[config.mk]
export PLATFORM = sky130hd
export DESIGN_NAME = rf_wb_arbiter
export DESIGN_NICKNAME = d
export VERILOG_FILES = /design/src/rtl/rf_wb_arbiter.sv
export SDC_FILE = /design/constraint.sdc
export NUM_CORES = 1
export LEC_CHECK = 0
export ABC_AREA = 1
export CORE_MARGIN = 5
export CORE_UTILIZATION = 66
export DETAILED_ROUTE_END_ITERATION = 6
export DONT_BUFFER_PORTS = 1
export PLACE_DENSITY = 0.8
export SLEW_MARGIN = 20
export SYNTH_ARGS = -nofsm -noshare
export SYNTH_HDL_FRONTEND = slang
export SYNTH_SLANG_ARGS = --single-unit
[constraint.sdc]
create_clock -name clk -period 9.1 [get_ports clk]
set_clock_uncertainty 0.15 [all_clocks]
set_input_delay 1.365 -clock clk [delete_from_list [all_inputs] [get_ports clk]]
set_output_delay 1.365 -clock clk [all_outputs]
set_load 0.02 [all_outputs]
[src/rtl/rf_wb_arbiter.sv]
// Round-robin arbiter for the single regfile write port, plus a per-register
// pending-write scoreboard used by decode for RAW/WAW stalls.
module rf_wb_arbiter #(
  parameter int NREQ = 3
) (
  input  logic              clk,
  input  logic              rst,
  input  logic              issue_valid,
  input  logic [4:0]        issue_rd,
  output logic              issue_ready,
  input  logic [4:0]        chk_rs1,
  input  logic [4:0]        chk_rs2,
  output logic              rs1_busy,
  output logic              rs2_busy,
  input  logic [NREQ-1:0]   req_valid,
  input  logic [5*NREQ-1:0] req_rd,
  input  logic [32*NREQ-1:0] req_data,
  output logic [NREQ-1:0]   req_ready,
  output logic              wr_en,
  output logic [4:0]        rd,
  output logic [31:0]       wr_data,
  output logic              err
);

  localparam int PW = (NREQ > 1) ? $clog2(NREQ) : 1;

  logic [31:0]   busy_r;
  logic [31:0]   busy_nxt_s;
  logic [PW-1:0] rr_ptr_r;
  logic [PW-1:0] rr_nxt_s;
  logic [PW-1:0] grant_idx_s;
  logic          grant_found_s;
  logic [PW:0]   scan_s;
  logic [4:0]    src_rd_s   [NREQ];
  logic [31:0]   src_data_s [NREQ];
  logic [4:0]    g_rd_s;
  logic [31:0]   g_data_s;
  logic          wr_fire_s;
  logic          issue_fire_s;
  logic          err_r;

  genvar gi;
  generate
    for (gi = 0; gi < NREQ; gi++) begin : g_unpack
      assign src_rd_s[gi]   = req_rd[5*gi +: 5];
      assign src_data_s[gi] = req_data[32*gi +: 32];
    end
  endgenerate

  // Scan upward from rr_ptr with wrap; first valid source wins.
  always_comb begin
    grant_found_s = 1'b0;
    grant_idx_s   = '0;
    scan_s        = '0;
    for (int k = 0; k < NREQ; k++) begin
      scan_s = {1'b0, rr_ptr_r} + (PW+1)'(k);
      if (scan_s >= (PW+1)'(NREQ)) begin
        scan_s = scan_s - (PW+1)'(NREQ);
      end else begin
        scan_s = scan_s;
      end
      if (!grant_found_s && req_valid[scan_s[PW-1:0]]) begin
        grant_found_s = 1'b1;
        grant_idx_s   = scan_s[PW-1:0];
      end else begin
        grant_found_s = grant_found_s;
      end
    end
  end

  // Granted source selection, pointer advance and handshake qualifiers.
  always_comb begin
    g_rd_s       = src_rd_s[grant_idx_s];
    g_data_s     = src_data_s[grant_idx_s];
    wr_fire_s    = grant_found_s && (g_rd_s != 5'd0);
    issue_fire_s = issue_valid && !busy_r[issue_rd] && (issue_rd != 5'd0);
    if (grant_idx_s == PW'(NREQ-1)) begin
      rr_nxt_s = '0;
    end else begin
      rr_nxt_s = grant_idx_s + PW'(1);
    end
  end

  // Scoreboard next state: a retiring write clears, a new issue sets (set wins).
  always_comb begin
    busy_nxt_s = busy_r;
    if (wr_fire_s) begin
      busy_nxt_s[g_rd_s] = 1'b0;
    end else begin
      busy_nxt_s = busy_nxt_s;
    end
    if (issue_fire_s) begin
      busy_nxt_s[issue_rd] = 1'b1;
    end else begin
      busy_nxt_s = busy_nxt_s;
    end
    busy_nxt_s[0] = 1'b0;
  end

  // Scoreboard, round-robin pointer and sticky error state.
  always_ff @(posedge clk or posedge rst) begin
    if (rst) begin
      busy_r   <= 32'd0;
      rr_ptr_r <= '0;
      err_r    <= 1'b0;
    end else begin
      busy_r <= busy_nxt_s;
      if (grant_found_s) begin
        rr_ptr_r <= rr_nxt_s;
      end else begin
        rr_ptr_r <= rr_ptr_r;
      end
      // A write to a register nobody reserved is still performed, only flagged.
      if (wr_fire_s && !busy_r[g_rd_s]) begin
        err_r <= 1'b1;
      end else begin
        err_r <= err_r;
      end
    end
  end

  // Zero-latency outputs, all held low while reset is asserted.
  always_comb begin
    req_ready   = '0;
    wr_en       = 1'b0;
    rd          = 5'd0;
    wr_data     = 32'd0;
    issue_ready = 1'b0;
    rs1_busy    = 1'b0;
    rs2_busy    = 1'b0;
    if (rst) begin
      req_ready = '0;
    end else begin
      issue_ready = issue_valid && !busy_r[issue_rd];
      rs1_busy    = busy_r[chk_rs1];
      rs2_busy    = busy_r[chk_rs2];
      if (grant_found_s) begin
        req_ready = NREQ'(1) << grant_idx_s;
        rd        = g_rd_s;
        wr_en     = wr_fire_s;
        wr_data   = wr_fire_s ? g_data_s : 32'd0;
      end else begin
        req_ready = '0;
      end
    end
  end

  assign err = err_r;

endmodule

==> impl_metrics.env <==
export IMPL_use_met1_pct=42.1
export IMPL_failing_checks="DRC"
export IMPL_vias_per_cell=6.71
export IMPL_seq_area_frac_synth_pct=19.2
export IMPL_timing_slew_headroom_pct=35.2
export IMPL_die_height_microns=91.9
export IMPL_min_path_type="register to register"
export IMPL_synth_fp_nets=813
export IMPL_setup_tns_ns=0
export IMPL_hold_start="busy_r[22]$_DFF_PP0_"
export IMPL_layout_cells_most_common_list="199 x sky130_fd_sc_hd__nand2_1, 81 x sky130_fd_sc_hd__o21ai_0, 65 x sky130_fd_sc_hd__inv_1"
export IMPL_syn_to_final_growth_pct=0.566
export IMPL_report_final_hold_viol_count=0
export IMPL_floorplan_initialDensity_pct=68.8
export IMPL_floorplan_die_width_microns=91.9
export IMPL_synthesis_instances=677
export IMPL_overflow=0
export IMPL_cts_max_level=2
export IMPL_clk_insertion_delay_late_ns=0.30
export IMPL_syn_cell_area_sq_um=4420
export IMPL_worst_hold_slack_ns=0.357
export IMPL_grt_pass1_wl_microns=24200
export IMPL_timing_final_crit_period_ns=5.71
export IMPL_routabilityCongestion=0.988
export IMPL_cell_chain_critical_path="inv_1, nand2_1, nand3_1, nand2_1, nand3_4, nor2_4, nor2_8, inv_2, nand3_2, nand2_2, nor2_4, nand3_2, nand2_4, inv_6, nand2_8, a31oi_1"
export IMPL_yosysUniqueCellTypes=42
export IMPL_number_of_global_route_vias_before_repair=4680
export IMPL_yosys_warnings=0
export IMPL_cts_made_buffers=5
export IMPL_cts_setup_buffers=0
export IMPL_globalRouteMet3Util_pct=7.04
export IMPL_clock_path_buffers=2
export IMPL_worst_path_cell_with_the_longest_stage_delay="sky130_fd_sc_hd__a31oi_1"
export IMPL_floorplan_die_area_sq_um=8440
export IMPL_global_route_usage_total_pct=35.8
export IMPL_layout_setup_ws_ns=3.39
export IMPL_final_setup_viol_count=0
export IMPL_crit_path_start_kind="primary input"
export IMPL_avg_synthesized_cell_area_sq_um=6.53
export IMPL_unrepaired_setup_endpoints_after_global_routing="false"
export IMPL_cp_data_arrival_time_ns=4.20
export IMPL_cp_top_family="simple AND/OR/NAND/NOR gates"
export IMPL_layout_cell_share_with_drive_strength_beyond_1_pct=13.8
export IMPL_layout_nets=795
export IMPL_beginning_of_the_worst_register_to_register_path="rr_ptr_r[0]$_DFFE_PP0N_"
export IMPL_critical_path_max_fanout=36
export IMPL_placementRows=29
export IMPL_grt_max_degree=39
export IMPL_clock_sink_count=34
export IMPL_core_sq_um=6420
export IMPL_maxCapViolCount=0
export IMPL_cp_buffers_inverters=3
export IMPL_min_period_over_period_pct=62.8
export IMPL_drc_errors=1
export IMPL_timing_hold_worst_path_depth=2
export IMPL_critical_path_class="primary input to primary output"
export IMPL_grt_antenna_before_repair=0
export IMPL_worstSetupPathDepth=16
export IMPL_reg2regPathDepth=16
export IMPL_groute_layer_met2_usage_pct=63.4
export IMPL_ant_nets=0
export IMPL_busiest_layer="met2"
export IMPL_fmax_ghz=0.175
export IMPL_route_final_wire_length_microns=15700
export IMPL_numPortBuffers=0
export IMPL_mostFrequentLayoutCell="sky130_fd_sc_hd__nand2_1"
export IMPL_io_pin_count=177
export IMPL_dr_first_iter_drc_count=604
export IMPL_cp_capture_type="primary output"
export IMPL_clock_tree_root_cell="sky130_fd_sc_hd__clkbuf_8"
export IMPL_postSynthRegisterBits=34
export IMPL_startpoint="req_valid[1]"
export IMPL_vias=4938
export IMPL_dp_worst_setup_slack_ns=3.43
export IMPL_timing_max_transition_violations_final=0
export IMPL_detailed_place_hpwl_microns=12600
export IMPL_worstPathRequired_ns=7.59
export IMPL_cts_resized=0
export IMPL_slowest_delay_ns=0.55
export IMPL_status="finished, violations left"
export IMPL_timing_worst_slew_pin_value_ns=0.963
export IMPL_clk_pin_slew_worst_paths_ns=0.07
export IMPL_n_antenna_cell=0
export IMPL_postCtsHoldBufs=0
export IMPL_dr_pass1_iters=7
export IMPL_tritoncts="built"
export IMPL_route_detailed_wl_per_inst_microns=21.3
[synthesized netlist by cell type (all sizes together)]
| master | n | area [sq um] |
|---|---|---|
| o21ai | 91 | 474 |
| nor3 | 17 | 108 |
| a31oi | 27 | 482 |
| nor2 | 47 | 230 |
| a21oi | 28 | 166 |
| nand4 | 3 | 25.0 |
| buf | 7 | 86.3 |
| clkbuf | 19 | 71.3 |
| o211ai | 13 | 97.6 |
| a22o | 1 | 8.76 |
| nor4 | 2 | 12.5 |
| a22oi | 7 | 52.6 |
| inv | 77 | 299 |
| nand3 | 66 | 420 |
| clkinv | 4 | 15.0 |
| nand2 | 213 | 863 |
| ha | 4 | 50.1 |
| o31ai | 2 | 15.0 |
| dfrtp | 34 | 851 |
| o22ai | 15 | 93.8 |
[path summary, 6_finish.rpt]
path	to	slack [ns]
worst max-delay path	wr_data[30]	3.39
worst min-delay path	busy_r[22]$_DFF_PP0_	0.36
max in group asynchronous	busy_r[20]$_DFF_PP0_	7.48
worst max register to register	busy_r[10]$_DFF_PP0_	5.25
worst min register to register	busy_r[22]$_DFF_PP0_	0.36
min in group asynchronous	busy_r[19]$_DFF_PP0_	0.94
[worst reg2reg max path, stage by stage (launching register included)]
cell                      delay, ns
sky130_fd_sc_hd__dfrtp_1       0.38
sky130_fd_sc_hd__inv_1         0.08
sky130_fd_sc_hd__ha_1          0.39
sky130_fd_sc_hd__inv_2         0.16
sky130_fd_sc_hd__nand3_1       0.09
sky130_fd_sc_hd__nand2_1       0.18
sky130_fd_sc_hd__nand3_4       0.13
sky130_fd_sc_hd__nor2_4        0.16
sky130_fd_sc_hd__nor2_8        0.09
sky130_fd_sc_hd__inv_2         0.46
sky130_fd_sc_hd__nand2_1       0.21
sky130_fd_sc_hd__nand3_4       0.27
sky130_fd_sc_hd__inv_2         0.17
sky130_fd_sc_hd__nor2_1        0.28
sky130_fd_sc_hd__inv_1         0.11
sky130_fd_sc_hd__nor3_1        0.26
sky130_fd_sc_hd__o22ai_1       0.13
[cell families (layout without fill, tap and decap cells)]
| family | count (synthesis) | in the layout | share of synthesized area (%) |
|---|---|---|---|
| compound gates | 184 | 184 | 31.4 |
| fa+ha+maj | 4 | 4 | 1.13 |
| buf+inv | 107 | 89 | 10.7 |
| flops | 34 | 34 | 19.2 |
| simple gates | 348 | 348 | 37.5 |
[cell type report]
cell class                 instances  area, sq um
inverter                          81          314
fill                             584         1980
sequential                        34          851
timing repair buffer               1         7.51
tap                               77         96.3
clock buffer                       5         68.8
clock inverter                     2         10.0
multi-input combinational        536         3100
[state kept, by name, indices dropped and copies added (netlist names)]
| name | cells |
|---|---|
| rr_ptr_r | 2 |
| busy_r | 31 |
| err | 1 |
[layer usage]
layer  vias up  share of wire (%)
met5         -                  0
met4         0                4.2
met3        58                 11
met2       402                 49
met1      2229                 35
li1       2249                  -
[through the flow]
step / cell area (sq um) / instances / util (%)
global route: 4450 / 736 / 69.2
CTS: 4450 / 736 / 69.2
detailed placement: 4370 / 729 / 68.0
finish: 4450 / 736 / 69.2
floorplan: 4420 / 677 / -
global placement: 4370 / 729 / 68.0
Power is not shown: default switching activity piles up to over one toggle a cycle in this logic, so the estimate is an artifact.
